==> src/rtl/pipeline_stall_sequencer_pkg.sv <==
// Shared pipeline-control constants: sequencer state codes, hazard-unit NOP polarity, control bundle.
// No logic of its own; used by the sequencer and anything decoding its state.
// No flow control involved.
package pipeline_stall_sequencer_pkg;

  // Sequencer state encodings (legacy-compatible plain constants)
  localparam logic [1:0] ST_RUN      = 2'd0;
  localparam logic [1:0] ST_FLUSH    = 2'd1;
  localparam logic [1:0] ST_MEM_WAIT = 2'd2;
  localparam logic [1:0] ST_ERROR    = 2'd3;

  // nop_n polarity shared with the hazard/forwarding unit
  localparam logic NOP_INSERT = 1'b0;
  localparam logic NOP_PASS   = 1'b1;

  // One cycle's worth of pipeline-register control
  typedef struct packed {
    logic le_pc;
    logic le_if_id;
    logic le_id_ex;
    logic le_ex_mem;
    logic le_mem_wb;
    logic nop_n;
    logic flush_if_id;
  } ctrl_t;

  // Front = PC and IF/ID, back = ID/EX, EX/MEM, MEM/WB
  function automatic ctrl_t mk_ctrl(input logic le_front, input logic le_back,
                                    input logic nop_n, input logic flush);
    ctrl_t c;
    c.le_pc       = le_front;
    c.le_if_id    = le_front;
    c.le_id_ex    = le_back;
    c.le_ex_mem   = le_back;
    c.le_mem_wb   = le_back;
    c.nop_n       = nop_n;
    c.flush_if_id = flush;
    return c;
  endfunction

endpackage

==> src/rtl/pipeline_stall_sequencer_counter.sv <==
// Saturating event counter: counts cycles with inc_i high, sticks at all-ones.
// Latency: count reflects an event one cycle after it occurs.
// No backpressure; synchronous active-high reset clears the count.
module sat_event_counter #(
  parameter int unsigned CNT_W = 16
) (
  input  logic             clk_i,
  input  logic             reset_i,
  input  logic             inc_i,
  output logic [CNT_W-1:0] count_o
);

  logic [CNT_W-1:0] count_q;

  // Count events, holding at the maximum value instead of wrapping
  always_ff @(posedge clk_i) begin
    if (reset_i) begin
      count_q <= '0;
    end else if (inc_i && (count_q != {CNT_W{1'b1}})) begin
      count_q <= count_q + CNT_W'(1);
    end
  end

  assign count_o = count_q;

endmodule

==> src/rtl/pipeline_stall_sequencer.sv <==
// Pipeline stall sequencer: merges mem-wait, branch redirect and load-use into load enables/bubble/flush.
// Latency: outputs are a combinational decode of state + inputs (zero-cycle stall response).
// Backpressure: mem wait freezes every stage; optional perf counters under PIPE_PERF_COUNTERS_EN.
module pipeline_stall_sequencer
  import pipeline_stall_sequencer_pkg::*;
#(
  parameter int unsigned FLUSH_CYCLES = 1,
  parameter int unsigned MEM_TIMEOUT  = 15,
  parameter int unsigned CNT_W        = 16
) (
  input  logic             clk_i,
  input  logic             reset_i,
  input  logic             load_use_stall_i,
  input  logic             branch_taken_i,
  input  logic             mem_req_i,
  input  logic             mem_ready_i,
  output logic             le_pc_o,
  output logic             le_if_id_o,
  output logic             le_id_ex_o,
  output logic             le_ex_mem_o,
  output logic             le_mem_wb_o,
  output logic             nop_n_o,
  output logic             flush_if_id_o,
  output logic             mem_timeout_o,
  output logic [CNT_W-1:0] stall_cnt_o,
  output logic [CNT_W-1:0] flush_cnt_o,
  output logic [CNT_W-1:0] mem_wait_cnt_o
);

  // Flush cycles still owed after the branch cycle itself
  localparam logic [1:0] FLUSH_RELOAD = 2'(FLUSH_CYCLES - 1);
  localparam logic [7:0] TIMEOUT_LIM  = 8'(MEM_TIMEOUT);

  logic [1:0] state_q, state_d;
  logic [1:0] flush_left_q, flush_left_d;
  logic [7:0] wait_cnt_q, wait_cnt_d;
  logic       mem_timeout_q, mem_timeout_d;

  ctrl_t ctrl;
  ctrl_t ctrl_out;
  logic  mem_stall;
  logic  run_eval;
  logic  branch_accepted;
  logic  mem_wait_cycle;

  assign mem_stall = mem_req_i & ~mem_ready_i;

  // Next-state and control decode; MEM_WAIT with mem_ready falls through to the RUN priorities
  always_comb begin
    state_d         = state_q;
    flush_left_d    = flush_left_q;
    wait_cnt_d      = wait_cnt_q;
    mem_timeout_d   = mem_timeout_q;
    ctrl            = mk_ctrl(1'b0, 1'b0, NOP_INSERT, 1'b0);
    run_eval        = 1'b0;
    branch_accepted = 1'b0;
    mem_wait_cycle  = 1'b0;

    case (state_q)
      ST_RUN, ST_FLUSH: begin
        if (mem_stall) begin
          // Memory wait overrides everything, including any remaining flush cycles
          ctrl           = mk_ctrl(1'b0, 1'b0, NOP_PASS, 1'b0);
          state_d        = ST_MEM_WAIT;
          wait_cnt_d     = 8'd1;
          flush_left_d   = 2'd0;
          mem_wait_cycle = 1'b1;
        end else if (state_q == ST_FLUSH) begin
          ctrl = mk_ctrl(1'b1, 1'b1, NOP_INSERT, 1'b1);
          if (flush_left_q <= 2'd1) begin
            state_d      = ST_RUN;
            flush_left_d = 2'd0;
          end else begin
            flush_left_d = flush_left_q - 2'd1;
          end
        end else begin
          run_eval = 1'b1;
        end
      end
      ST_MEM_WAIT: begin
        if (mem_ready_i) begin
          run_eval = 1'b1;
        end else begin
          // Frozen: branch and load-use requests are not looked at while waiting
          ctrl           = mk_ctrl(1'b0, 1'b0, NOP_PASS, 1'b0);
          mem_wait_cycle = 1'b1;
          if (wait_cnt_q >= TIMEOUT_LIM) begin
            state_d       = ST_ERROR;
            mem_timeout_d = 1'b1;
          end else begin
            wait_cnt_d = wait_cnt_q + 8'd1;
          end
        end
      end
      default: begin
        // ERROR: whole pipeline held with bubbles until reset
        ctrl = mk_ctrl(1'b0, 1'b0, NOP_INSERT, 1'b0);
      end
    endcase

    if (run_eval) begin
      state_d    = ST_RUN;
      wait_cnt_d = 8'd0;
      if (branch_taken_i) begin
        // A concurrent load-use stall belongs to a squashed instruction, so it is dropped
        ctrl            = mk_ctrl(1'b1, 1'b1, NOP_INSERT, 1'b1);
        branch_accepted = 1'b1;
        if (FLUSH_CYCLES > 1) begin
          state_d      = ST_FLUSH;
          flush_left_d = FLUSH_RELOAD;
        end
      end else if (load_use_stall_i) begin
        ctrl = mk_ctrl(1'b0, 1'b1, NOP_INSERT, 1'b0);
      end else begin
        ctrl = mk_ctrl(1'b1, 1'b1, NOP_PASS, 1'b0);
      end
    end
  end

  // Everything held and no flush while reset is high
  always_comb begin
    ctrl_out = ctrl;
    if (reset_i) begin
      ctrl_out = mk_ctrl(1'b0, 1'b0, NOP_INSERT, 1'b0);
    end
  end

  // State, flush/wait counters and sticky timeout flag
  always_ff @(posedge clk_i) begin
    if (reset_i) begin
      state_q       <= ST_RUN;
      flush_left_q  <= 2'd0;
      wait_cnt_q    <= 8'd0;
      mem_timeout_q <= 1'b0;
    end else begin
      state_q       <= state_d;
      flush_left_q  <= flush_left_d;
      wait_cnt_q    <= wait_cnt_d;
      mem_timeout_q <= mem_timeout_d;
    end
  end

  assign le_pc_o       = ctrl_out.le_pc;
  assign le_if_id_o    = ctrl_out.le_if_id;
  assign le_id_ex_o    = ctrl_out.le_id_ex;
  assign le_ex_mem_o   = ctrl_out.le_ex_mem;
  assign le_mem_wb_o   = ctrl_out.le_mem_wb;
  assign nop_n_o       = ctrl_out.nop_n;
  assign flush_if_id_o = ctrl_out.flush_if_id;
  assign mem_timeout_o = mem_timeout_q;

`ifdef PIPE_PERF_COUNTERS_EN
  sat_event_counter #(.CNT_W(CNT_W)) u_stall_cnt (
    .clk_i   (clk_i),
    .reset_i (reset_i),
    .inc_i   (~ctrl_out.le_pc),
    .count_o (stall_cnt_o)
  );

  sat_event_counter #(.CNT_W(CNT_W)) u_flush_cnt (
    .clk_i   (clk_i),
    .reset_i (reset_i),
    .inc_i   (branch_accepted),
    .count_o (flush_cnt_o)
  );

  sat_event_counter #(.CNT_W(CNT_W)) u_mem_wait_cnt (
    .clk_i   (clk_i),
    .reset_i (reset_i),
    .inc_i   (mem_wait_cycle),
    .count_o (mem_wait_cnt_o)
  );
`else
  assign stall_cnt_o    = '0;
  assign flush_cnt_o    = '0;
  assign mem_wait_cnt_o = '0;

  logic unused_perf_events;
  assign unused_perf_events = branch_accepted ^ mem_wait_cycle;
`endif

endmodule

==> config.mk <==
export PLATFORM = sky130hd
export DESIGN_NAME = pipeline_stall_sequencer
export DESIGN_NICKNAME = d
export VERILOG_FILES = /design/src/rtl/pipeline_stall_sequencer_pkg.sv /design/src/rtl/pipeline_stall_sequencer_counter.sv /design/src/rtl/pipeline_stall_sequencer.sv
export SDC_FILE = /design/constraint.sdc
export NUM_CORES = 1
export LEC_CHECK = 0
export ABC_AREA = 1
export CAP_MARGIN = 5
export CORE_ASPECT_RATIO = 0.8
export CORE_MARGIN = 5
export CORE_UTILIZATION = 35
export DETAILED_ROUTE_END_ITERATION = 10
export PLACE_DENSITY_LB_ADDON = 0.1
export SYNTH_ARGS = -nofsm -noshare
export SYNTH_HDL_FRONTEND = slang
export SYNTH_SLANG_ARGS = --single-unit
export TNS_END_PERCENT = 30
==> constraint.sdc <==
create_clock -name clk_i -period 3.5 [get_ports clk_i]
set_input_delay 0.875 -clock clk_i [delete_from_list [all_inputs] [get_ports clk_i]]
set_output_delay 0.875 -clock clk_i [all_outputs]
set_load 0.005 [all_outputs]
## Word-level counts from Yosys, hierarchy flattened

Index checks and enable logic that the tools add are counted.

| word-level totals | value |
|---|---|
| bits in registers | 13 |
| output and inout bits | 56 |
| word-level logic and storage cells | 52 |

| cells by class | value |
|---|---|
| $add $sub $neg | 2 |
| $lt $le $gt $ge | 2 |
| eq/ne operators | 8 |
| muxes and demuxes | 25 |
| bitwise operators | 2 |
| reduce and logical (&&, ||, !) cells | 9 |

Operators by type and width:

| cell | number |
|---|---|
| 2-to-1 mux 7 bit | 6 |
| 2-to-1 mux 8 bit | 3 |
| 2-to-1 mux 2 bit | 9 |
| case mux 8 bit (2 select lines) | 1 |
| case mux 7 bit (2 select lines) | 1 |
| adder 8 x 1 -> 8 bit (second input constant) | 1 |
| greater-or-equal comparator 8 x 4 -> 1 bit (second input constant) | 1 |
| inequality test 2 bit (second input constant) | 4 |
| inequality test 3 bit (second input constant) | 2 |
| AND reduction 5 bit | 1 |
| case mux 2 bit (2 select lines) | 1 |
| AND reduction 4 bit | 1 |
| nonzero test 2 bit | 2 |
| OR reduction 2 bit | 2 |
| 2-to-1 mux 1 bit | 3 |
| AND reduction 3 bit | 1 |
| == test 2 x 1 -> 1 bit (second input constant) | 1 |
| == test 2 bit (second input constant) | 1 |
| less-or-equal comparator 2 x 1 -> 1 bit (second input constant) | 1 |
| zero test 2 bit | 1 |
| case mux 1 bit (2 select lines) | 1 |
| AND reduction 2 bit | 1 |
| subtractor 2 x 1 -> 2 bit (second input constant) | 1 |
| AND 1 bit | 1 |
| inverter 1 bit | 1 |

## Logic depth before layout (Yosys ltp)

Gate-level depths: netlist (run 1).

| depth | value |
|---|---|
| depth in word-level cells | 6 |
| gate-level depth with buffers | 9 |
| depth with buffers taken out | 9 |

## Worst setup path before layout (run 1)

No wires, ideal clock.

| timing path | value |
|---|---|
| kind | input to output |
| from | input mem_ready_i |
| to | output le_pc_o |
| arrival time | 1.640 ns |
| data required time | 2.625 ns |
| setup slack | 0.985 ns |
| stages | 6 |
| buffers on the path | 1 |
| cells stage by stage | inv_1 o21ai_1 and2_1 nand2_1 a31oi_1 buf_4 |

| on the way | value |
|---|---|
| word-level cells in the longest chain between the ends | 6 |
| elaborated cells on any way between the ends | 9 |
| classes of those cells | 7 x mux; 2 x bitwise |

RTL lines:

| item | RTL line | source |
|---|---|---|
| start: declaration | pipeline_stall_sequencer.sv:16 | `input logic mem_ready_i,` |
| inverter 1 bit (no source line) | -- |  |
| AND 1 bit | pipeline_stall_sequencer.sv:46 | `assign mem_stall = mem_req_i & ~mem_ready_i;` |
| 2-to-1 mux 7 bit / 2-to-1 mux 1 bit (equally long branches) | pipeline_stall_sequencer.sv:61 | `if (mem_stall) begin` |
| case mux 7 bit (2 select lines) / case mux 1 bit (2 select lines) (equally long branches) | pipeline_stall_sequencer.sv:59 | `case (state_q)` |
| 2-to-1 mux 7 bit * | pipeline_stall_sequencer.sv:101 | `if (run_eval) begin` |
| 2-to-1 mux 7 bit * | pipeline_stall_sequencer.sv:123 | `if (reset_i) begin` |
| end: declaration | pipeline_stall_sequencer.sv:17 | `output logic le_pc_o,` |

Mark *: on every way between the ends. The rest lies on a longest branch, timed or not.

## Worst setup path in the final report (run 1)

Ends and elaborated chain as after synthesis.

==> results of run 1 <==
[cells in the mapped netlist]
cell      number  area [um^2]
inv_2          3         11.3
xnor2_1        1         8.76
buf_4         51          383
a31oi_1        1         6.26
a21oi_2        1         8.76
nand3_1       11         55.1
inv_1         13         48.8
dfxtp_1       13          260
o21ai_1        1         5.00
inv_4          1         6.26
nand2_1       16         60.1
nand4_1        1         6.26
nand2_2        5         31.3
nor2_1        13         48.8
o21ai_0        2         10.0
conb_1         1         3.75
a21oi_1        6         30.0
o21ai_2        2         17.5
a211oi_1       1         7.51
xor2_1         1         8.76
nand2_4        1         11.3
ha_1           1         12.5
and2_1         1         6.26
[worst max-delay path by stage]
stage	cells after the start	endpoint	start	slack [ps]
detailed placement	6	nop_n_o	mem_ready_i	30
floorplan	6	le_pc_o	mem_ready_i	990
finish	7	le_pc_o	mem_ready_i	80
CTS	7	le_pc_o	mem_ready_i	30
global route	7	le_pc_o	mem_ready_i	4
global placement	7	le_if_id_o	mem_ready_i	80
[layer usage]
layer	vias up	share of wire	global-route usage
li1	384	-	-
met5	-	0	0
met4	0	0.0058	0.0161
met3	2	0.11	0.0427
met1	315	0.45	0.115
met2	34	0.43	0.118
[stage by stage]
stage	power (mW)	hold slack, ps	worst slack, ps	util	cells
finish	0.346	444	82.6	0.386	199
global route	0.365	477	4.02	0.386	199
global placement	0.208	432	80.1	0.365	195
detailed placement	0.207	437	34.4	0.365	195
floorplan	0.227	418	985	-	194
CTS	0.350	445	28.2	0.382	199
[final cells by class]
cell class | instances | area [um^2]
sequential | 13 | 260
clock buffer | 3 | 41.3
tap | 38 | 47.5
timing repair buffer | 14 | 140
inverter | 17 | 66.3
clock inverter | 1 | 5.00
multi-input combinational | 113 | 523
fill | 320 | 1720
[state kept, by name (all words and copies together) (netlist names)]
name and count:
mem_timeout_o 1, flush_left_q 2, wait_cnt_q 8, state_q 2
[worst max-delay path, delay by kind of cell]
family	cells	cell delay, ps
AO/OA/AOI/OAI	2	340
AND/OR/NAND/NOR	2	210
buffers and inverters	3	1100
[cell families after synthesis]
logic type,Yosys count,share of synthesized area
buf+inv,68,0.429
simple gates,48,0.209
compound gates,14,0.0813
flops,13,0.249
xor+xnor,2,0.0167
fa+ha+maj,1,0.0119
other cells,1,0.00358
[power breakdown]
group | internal (mW) | switching, mW
logic | 0.0212 | 0.0344
clock network | 0.0788 | 0.0605
registers | 0.149 | 0.00119
==> results.md, run 1 <==
* Worst path slowest cell: clkdlybuf4s50_1
* Setup TNS at 0 ps
* Final Critical Period at 3420 ps
* Max clock buf depth at 2
* Peak VDD IR at 0.193 mV
* Startpoint class of the critical path: input pin
* Routed wire length at 1890 um
* Starting density of the core at 0.373
* Reg2reg path depth at 9
* Vias per cell at 3.69
* Post-route cell area at 1080 um^2
* Pwr dens at 319 nW/um^2
* Total setup buffers inserted after CTS at 0
* Netlist cell types at 23
* Capture point of the worst reg-to-reg path: wait_cnt_q[1]
* CTS tree: done
* DP Area at 1030 um^2
* Slew Limit Fails at 0
* Share of layout cells above drive strength 1 at 0.124
* # IOs at 62
* Syn-to-layout area delta at 3.46%
* Post-Syn Area at 1050 um^2
* Port Buffers at 13
* Hold Path Cell Cnt at 2
* GRT Total Usage at 0.0839
* Worst-path clk slew at 60 ps
* Die height at 58.9 um
* Critical-path cell list: clkdlybuf4s50_1, inv_1, o21ai_2, and2_1, nand2_1, a31oi_1, clkdlybuf4s50_1
* Crit-path most repeated cell: clkdlybuf4s50_1
* CP Class: input pin to output port
* H-tree depth at 1
* DR WL/cell at 9.49 um
* Critical Path End Type: output port
* Max Cap Viol at 0
* Yosys warnings at 0
* Seq cells post-synth at 13
* Hold EP: wait_cnt_q[5]
* Largest net degree at the start of global routing at 9
* R2r setup slk at 2200 ps
* Gr ovfl total at 0
* DRC violations left at 0
* Hpwl dp at 1600 um
* Iteration-0 DRC Markers at 22
* Critical path peak fanout at 3
* Sequential share of the synthesized area at 0.249
* Hold Fails Final Rpt at 0
* Static Leak at 0.553 nW
* Total number of vias at 735
* Die X-Extent at 71.2 um
* Vias in the first global route at 617
* Core Area at 2810 um^2
* N_diodes at 0
* Fmax at 293 MHz
* Period utilization at 0.976
* Die area at 4190 um^2
* Final-stage net count at 169
* Root buf cell: clkbuf_8
* Initial antenna violation count at 0
* Worst reg2reg startpoint: wait_cnt_q[0]
* Hold Buf Count CTS at 0
* CP max stage delay at 530 ps
* Post-cts sizing count at 0
* Initial DRT Pass Iterations at 4
* Hold Startpoint: wait_cnt_q[5]
* WP data required at 2620 ps
* Post-synthesis instance total at 147
* Final setup viols at 0
* Clk sinks at 13
* Most common cell after layout, fill and taps aside: conb_1
* Syn Area/Cell at 7.12 um^2
* TritonCTS Buffers at 3
* Worst hold-check path type: flop to flop
* Commonest non-fill, non-tap cells in the layout: conb_1 (48), nand2_1 (16), inv_1 (13), nor2_1 (13), dfxtp_1 (13)
* First-pass GRT wire length at 2790 um
* GPL Wtd Cong at 0.854
* RSZ-0062 raised after global routing: false
* Critical path arrival at 2540 ps
* Status: completed
* Antenna Nets Post-Route at 0
* Clock Latency Late Sink at 250 ps
* Clk_skew at 4.35 ps
* Rows at 17
(Power assumes the default switching activity.)
==> run 2: changes to the inputs <==
--- a/config.mk
+++ b/config.mk
@@ -9,6 +9,7 @@
 export CAP_MARGIN = 5
 export CORE_ASPECT_RATIO = 0.8
-export CORE_MARGIN = 5
+export CORE_MARGIN = 4
 export CORE_UTILIZATION = 35
+export CTS_BUF_LIST = sky130_fd_sc_hd__clkbuf_4 sky130_fd_sc_hd__clkbuf_8
 export DETAILED_ROUTE_END_ITERATION = 10
 export PLACE_DENSITY_LB_ADDON = 0.1
==> constraint.sdc (replaced) <==
create_clock -name clk_i -period 3.5 [get_ports clk_i]
set_input_delay 0.875 -clock clk_i [delete_from_list [all_inputs] [get_ports clk_i]]
set_output_delay 0.875 -clock clk_i [all_outputs]
set_load 0.01 [all_outputs]
==> run 2 against run 1 <==
Clock-buffer cell count unchanged; global-route usage down 0.21 points; design area up 1.3%; first-iteration DRC count down 23%; clock skew down 1.7 ps; wire length down 5.9%; critical path depth unchanged; worst hold slack worse by 4.4 ps; sequential power about the same; via count up 0.54%; combinational power up 22%; sequential share of layout area down 0.30 points.
==> results.md, run 2 (synthesis gave the netlist of run 1 again) <==
* GPL Wtd Cong at 0.846 (-0.87%)
* WP data required at 2620 ps (about the same)
* Total setup buffers inserted after CTS at 0 (unchanged)
* Hold Buf Count CTS at 0 (unchanged)
* Hold Fails Final Rpt at 0 (unchanged)
* DR WL/cell at 8.84 um (-6.9%)
* DP Area at 1040 um^2 (+1.5%)
* DRC violations left at 0 (unchanged)
* CP top delay family: buffers and inverters
* Gr ovfl total at 0 (unchanged)
* Vias in the first global route at 561 (-9.1%)
* CP bufs+invs at 4 (+1)
* Root buf cell: clkbuf_8
* Period utilization at 0.956 (-0.0204)
* Commonest non-fill, non-tap cells in the layout: conb_1 (48), nand2_1 (16), inv_1 (13), nor2_1 (13), dfxtp_1 (13)
* Rows at 17 (unchanged)
* Die X-Extent at 69.2 um (-2.8%)
* Routed wire length at 1780 um (-5.9%)
* Clk_skew at 2.70 ps (-1.65 ps)
* Most common cell after layout, fill and taps aside: conb_1
* Hpwl dp at 1480 um (-7.1%)
* CP Class: input pin to output port
* Total number of vias at 739 (+0.54%)
* Max Cap Viol at 0 (unchanged)
* Max clock buf depth at 2 (unchanged)
* Critical Path End Type: output port
* First-pass GRT wire length at 2570 um (-7.7%)
* Worst hold-check path type: flop to flop
* CP max stage delay at 540 ps (about the same)
* Starting density of the core at 0.373 (unchanged)
* Die height at 56.9 um (-3.4%)
* Initial DRT Pass Iterations at 4 (unchanged)
* Clock Latency Late Sink at 240 ps (about the same)
* Iteration-0 DRC Markers at 17 (-23%)
* Peak VDD IR at 0.163 mV (-15%)
* Fmax at 299 MHz (+2.1%)
* Static Leak at 0.603 nW (+9.1%)
* Status: completed
* Port Buffers at 13 (unchanged)
* H-tree depth at 1 (unchanged)
* Final setup viols at 0 (unchanged)
* Most flops, register: wait_cnt_q
* Final-stage net count at 171 (+1.2%)
* CTS tree: done
* Fin cells at 201 (+1.0%)
* Worst-path clk slew at 60 ps (about the same)
* Pwr dens at 322 nW/um^2 (+1.1%)
* Antenna Nets Post-Route at 0 (unchanged)
* Post-cts sizing count at 0 (unchanged)
* Post-route cell area at 1100 um^2 (+1.3%)
* Vias per cell at 3.68 (-0.46%)
* RSZ-0062 raised after global routing: false
* Worst path slowest cell: clkdlybuf4s50_1
* Core Area at 2810 um^2 (unchanged)
* Largest net degree at the start of global routing at 9 (unchanged)
* Max reg flops at 8 (unchanged)
* Initial antenna violation count at 0 (unchanged)
* Share of layout cells above drive strength 1 at 0.123 (-0.00152)
* TritonCTS Buffers at 3 (unchanged)
* Clk sinks at 13 (unchanged)
* Critical-path cell list: clkdlybuf4s50_1, inv_1, o21ai_1, and2_1, nand2_1, inv_1, clkdlybuf4s50_1
* Die area at 3940 um^2 (-6.1%)
* Startpoint class of the critical path: input pin
* Critical path arrival at 2470 ps (-70 ps)
* Syn-to-layout area delta at 4.78%
* Placed cell count at 197 (+1.0%)
* GRT Total Usage at 0.0818 (-0.00212)
* Setup TNS at 0 ps (unchanged)
* Final Critical Period at 3350 ps (-71.4 ps)
* N_diodes at 0 (unchanged)
* Slew Limit Fails at 0 (unchanged)
* Biggest regs: wait_cnt_q (8), flush_left_q (2), state_q (2)
* # IOs at 62 (unchanged)
* Critical path peak fanout at 3 (unchanged)
run 2: changes by cell type in the layout (fill, tap and decap cells not counted):
| cell | previous run | this run |
|---|---|---|
| clkdlybuf4s50_1 | 12 | 9 |
| dlymetal6s2s_1 | 1 | 4 |
| buf_4 | 1 | 3 |
| a211oi_1 | 0 | 1 |
| a211oi_2 | 1 | 0 |
| o21ai_1 | 0 | 1 |
| o21ai_2 | 3 | 2 |
run 2: final timing paths:
path	startpoint	end	slack [ps]	cells past startpoint
worst max-delay path	mem_ready_i	le_id_ex_o	150	7
worst min register to register	wait_cnt_q[5]	wait_cnt_q[5]	440	2
worst max register to register	wait_cnt_q[0]	wait_cnt_q[1]	2190	9
worst min-delay path	wait_cnt_q[5]	wait_cnt_q[5]	440	2
run 2: per-stage QoR:
stage | util | hold slack (ps) | total power, mW | setup slack (ps)
after global placement | 0.371 | 431 | 0.222 | 40.7
after floorplan | - | 418 | 0.241 | 877
after CTS | 0.387 | 444 | 0.360 | 10.6
final | 0.391 | 440 | 0.354 | 154
after global routing | 0.391 | 468 | 0.377 | 28.2
after detailed placement | 0.371 | 435 | 0.221 | 24.6
run 2: report_power, final:
group          internal [mW]  switching [mW]
combinational         0.0213          0.0467
clock                 0.0787          0.0565
sequential             0.149         0.00118
total                  0.249           0.104
run 2: layout make-up:
cell class	count	area, um^2
Clock buffer	3	41.3
Sequential cell	13	260
Clock inverter	1	5.00
Inverter	17	66.3
Fill cell	313	1710
Multi-Input combinational cell	113	514
Tap cell	38	47.5
Timing Repair Buffer	16	163
run 2: worst register-to-register path, cell delays in order, from the launching register on:
cell and delay (ps):
dfxtp_1 330, ha_1 220, nand3_1 110, nand3_1 120, nand2_2 110, nand2_4 90
inv_4 90, nand2_1 50, nand2_1 50, nor2_1 30
run 2: per-layer routing:
| layer | wire length [um] | up-vias | GRT usage |
|---|---|---|---|
| met5 | 0 | - | 0 |
| met4 | 0 | 0 | 0.0334 |
| met3 | 152 | 0 | 0.0429 |
| met2 | 757 | 28 | 0.105 |
| met1 | 866 | 319 | 0.113 |
| li1 | - | 392 | - |
==> run 3: changes to the inputs <==
==> constraint.sdc (replaced) <==
create_clock -name clk_i -period 3.5 [get_ports clk_i]
set_input_delay 0.875 -clock clk_i [delete_from_list [all_inputs] [get_ports clk_i]]
set_output_delay 0.875 -clock clk_i [all_outputs]
set_load 0.005 [all_outputs]
==> run 3 against run 2 <==
Global-route usage grew 0.19 points; highest routed layer is now met4; critical path type unchanged; design area shrank 1.1%; critical endpoint is now nop_n_o; via count is 2.2% lower; sequential cell count unchanged; total power is 0.59% lower; clock power is 7% higher.
==> results.md, run 3 (synthesis gave the netlist of run 1 again) <==
* WP data required at 2620 ps (about the same)
* Final setup viols at 0 (unchanged)
* Initial DRT Pass Iterations at 4 (unchanged)
* CP Class: input pin to output port
* Setup TNS at 0 ps (unchanged)
* Most flops, register: wait_cnt_q
* Slew Limit Fails at 0 (unchanged)
* CP bufs+invs at 3 (-1)
* Switch Pwr at 92.4 uW (-11%)
* Reg area at 260 um^2 (unchanged)
* Clk_skew at 6.00 ps (+3.30 ps)
* Critical path arrival at 2520 ps (+50 ps)
* DR WL/cell at 9.02 um (+2.1%)
* Largest net degree at the start of global routing at 9 (unchanged)
* H-tree depth at 1 (unchanged)
* Initial antenna violation count at 0 (unchanged)
* Max Cap Viol at 0 (unchanged)
* Starting density of the core at 0.373 (unchanged)
* Critical-path cell list: clkdlybuf4s50_1, buf_4, nor2_1, nand2_1, a211oi_1, clkdlybuf4s50_1
* Power Internal at 259 uW (+4.0%)
* Worst-path clk slew at 50 ps (about the same)
* Hold Slack at 443 ps (+3.41 ps)
* Vias in the first global route at 563 (+0.36%)
* Status: completed
* Hold Fails Final Rpt at 0 (unchanged)
* Sw frac at 0.263 (-0.0322)
* Vias per cell at 3.63 (-1.2%)
* Iteration-0 DRC Markers at 25 (+8)
* Max clock buf depth at 2 (unchanged)
* Rows at 17 (unchanged)
* Seq pwr share at 0.428 (+0.002)
* Syn-to-layout area delta at 3.58%
* GPL Wtd Cong at 0.870 (+2.7%)
* CTS tree: done
* RSZ-0062 raised after global routing: false
* Static Leak at 0.538 nW (-11%)
* Share of layout cells above drive strength 1 at 0.130 (+0.00774)
* Fillers at 320 (+2.2%)
* Root buf cell: clkbuf_8
* GRT Total Usage at 0.0837 (+0.00193)
* Routed wire length at 1800 um (+1.1%)
* Clk sinks at 13 (unchanged)
* Peak VDD IR at 0.199 mV (+22%)
* CP max stage delay at 540 ps (about the same)
* Worst path slowest cell: clkdlybuf4s50_1
* Multi-input logic area at 524 um^2 (+1.9%)
* Worst hold-check path type: flop to flop
* Critical path peak fanout at 2 (-1)
* Combinational fraction of design power at 0.158 (-0.034)
* Clock Latency Late Sink at 250 ps (about the same)
* Critical Path End Type: output port
* Total number of vias at 723 (-2.2%)
* Antenna Nets Post-Route at 0 (unchanged)
* Clock share of power at 0.413 (+0.031)
* R2r setup slk at 2180 ps (about the same)
* Gr ovfl total at 0 (unchanged)
* Biggest regs: wait_cnt_q (8), flush_left_q (2), state_q (2)
* Most common cell after layout, fill and taps aside: conb_1
* Util after Layout at 0.386 (-0.00446)
* Core Area at 2810 um^2 (unchanged)
* Commonest non-fill, non-tap cells in the layout: conb_1 (48), nand2_1 (16), nor2_1 (13), dfxtp_1 (13), clkdlybuf4s50_1 (13)
* Final-stage net count at 169 (-1.2%)
* Pwr dens at 324 nW/um^2 (+0.56%)
* Fmax at 295 MHz (-1.4%)
* Startpoint class of the critical path: input pin
* Hpwl dp at 1500 um (+0.74%)
* Die X-Extent at 69.2 um (unchanged)
* Max reg flops at 8 (unchanged)
* Port Buffers at 13 (unchanged)
* Die area at 3940 um^2 (unchanged)
* CP top delay family: buffers and inverters
* Period utilization at 0.970 (+0.0136)
* Die height at 56.9 um (unchanged)
* TritonCTS Buffers at 3 (unchanged)
* Final Critical Period at 3390 ps (+47.7 ps)
* N_diodes at 0 (unchanged)
* Crit-path most repeated cell: clkdlybuf4s50_1
* DRC violations left at 0 (unchanged)
* First-pass GRT wire length at 2660 um (+3.2%)
* # IOs at 62 (unchanged)
run 3: through the flow:
| step | power [mW] | cells | worst slack [ps] | area (um^2) |
|---|---|---|---|---|
| global route | 0.373 | 199 | 18.8 | 1080 |
| floorplan | 0.227 | 194 | 985 | 1220 |
| detailed placement | 0.207 | 195 | 61.6 | 1030 |
| finish | 0.352 | 199 | 106 | 1080 |
| CTS | 0.355 | 199 | 48.3 | 1070 |
| global placement | 0.207 | 195 | 83.8 | 1030 |
run 3: layer usage:
layer  GRT usage  part of all wire  vias to the layer above  routed length (um)
met4      0.0251            0.0078                        0                  14
met3      0.0376             0.090                        2                 162
met2       0.110              0.42                       29                 759
li1            -                 -                      383                   -
met5           0                 0                        -                   0
met1       0.120              0.48                      309                 859
run 3: area by class of cell:
cell class / instances / share of cell area
multi-input cells: 113 / 0.483
flip-flops and latches: 13 / 0.240
repair buffers: 14 / 0.127
inverters: 17 / 0.0611
clock buffers: 4 / 0.0450
well taps: 38 / 0.0438
run 3: worst reg2reg max path: stages, from the launching register on:
cell,delay (ps)
dfxtp_1,370
ha_1,200
nand3_1,110
nand3_1,130
nand2_2,90
nand2_4,120
inv_4,60
nor2_1,90
nor2_1,50
run 3: timing repair:
action                                 4_1_cts  5_1_grt
setup endpoints to repair                    0        3
hold buffers                                 0        0
setup buffers                                0        0
resized for setup                            0        3
endpoints found under the hold margin        0        0
run 3: power groups by stage:
stage | Clock [mW] | Combinational [mW] | Sequential (mW)
finish | 0.145 | 0.0556 | 0.151
detailed placement | 0 | 0.0532 | 0.154
global route | 0.160 | 0.0629 | 0.151
CTS | 0.151 | 0.0534 | 0.151
floorplan | 0 | 0.0736 | 0.154
global placement | 0 | 0.0537 | 0.154
run 3: final timing paths:
kind                 start             to  cells past startpoint
max            mem_ready_i        nop_n_o                      6
min          wait_cnt_q[5]  wait_cnt_q[5]                      2
max reg2reg  wait_cnt_q[0]  wait_cnt_q[0]                      8
min reg2reg  wait_cnt_q[5]  wait_cnt_q[5]                      2
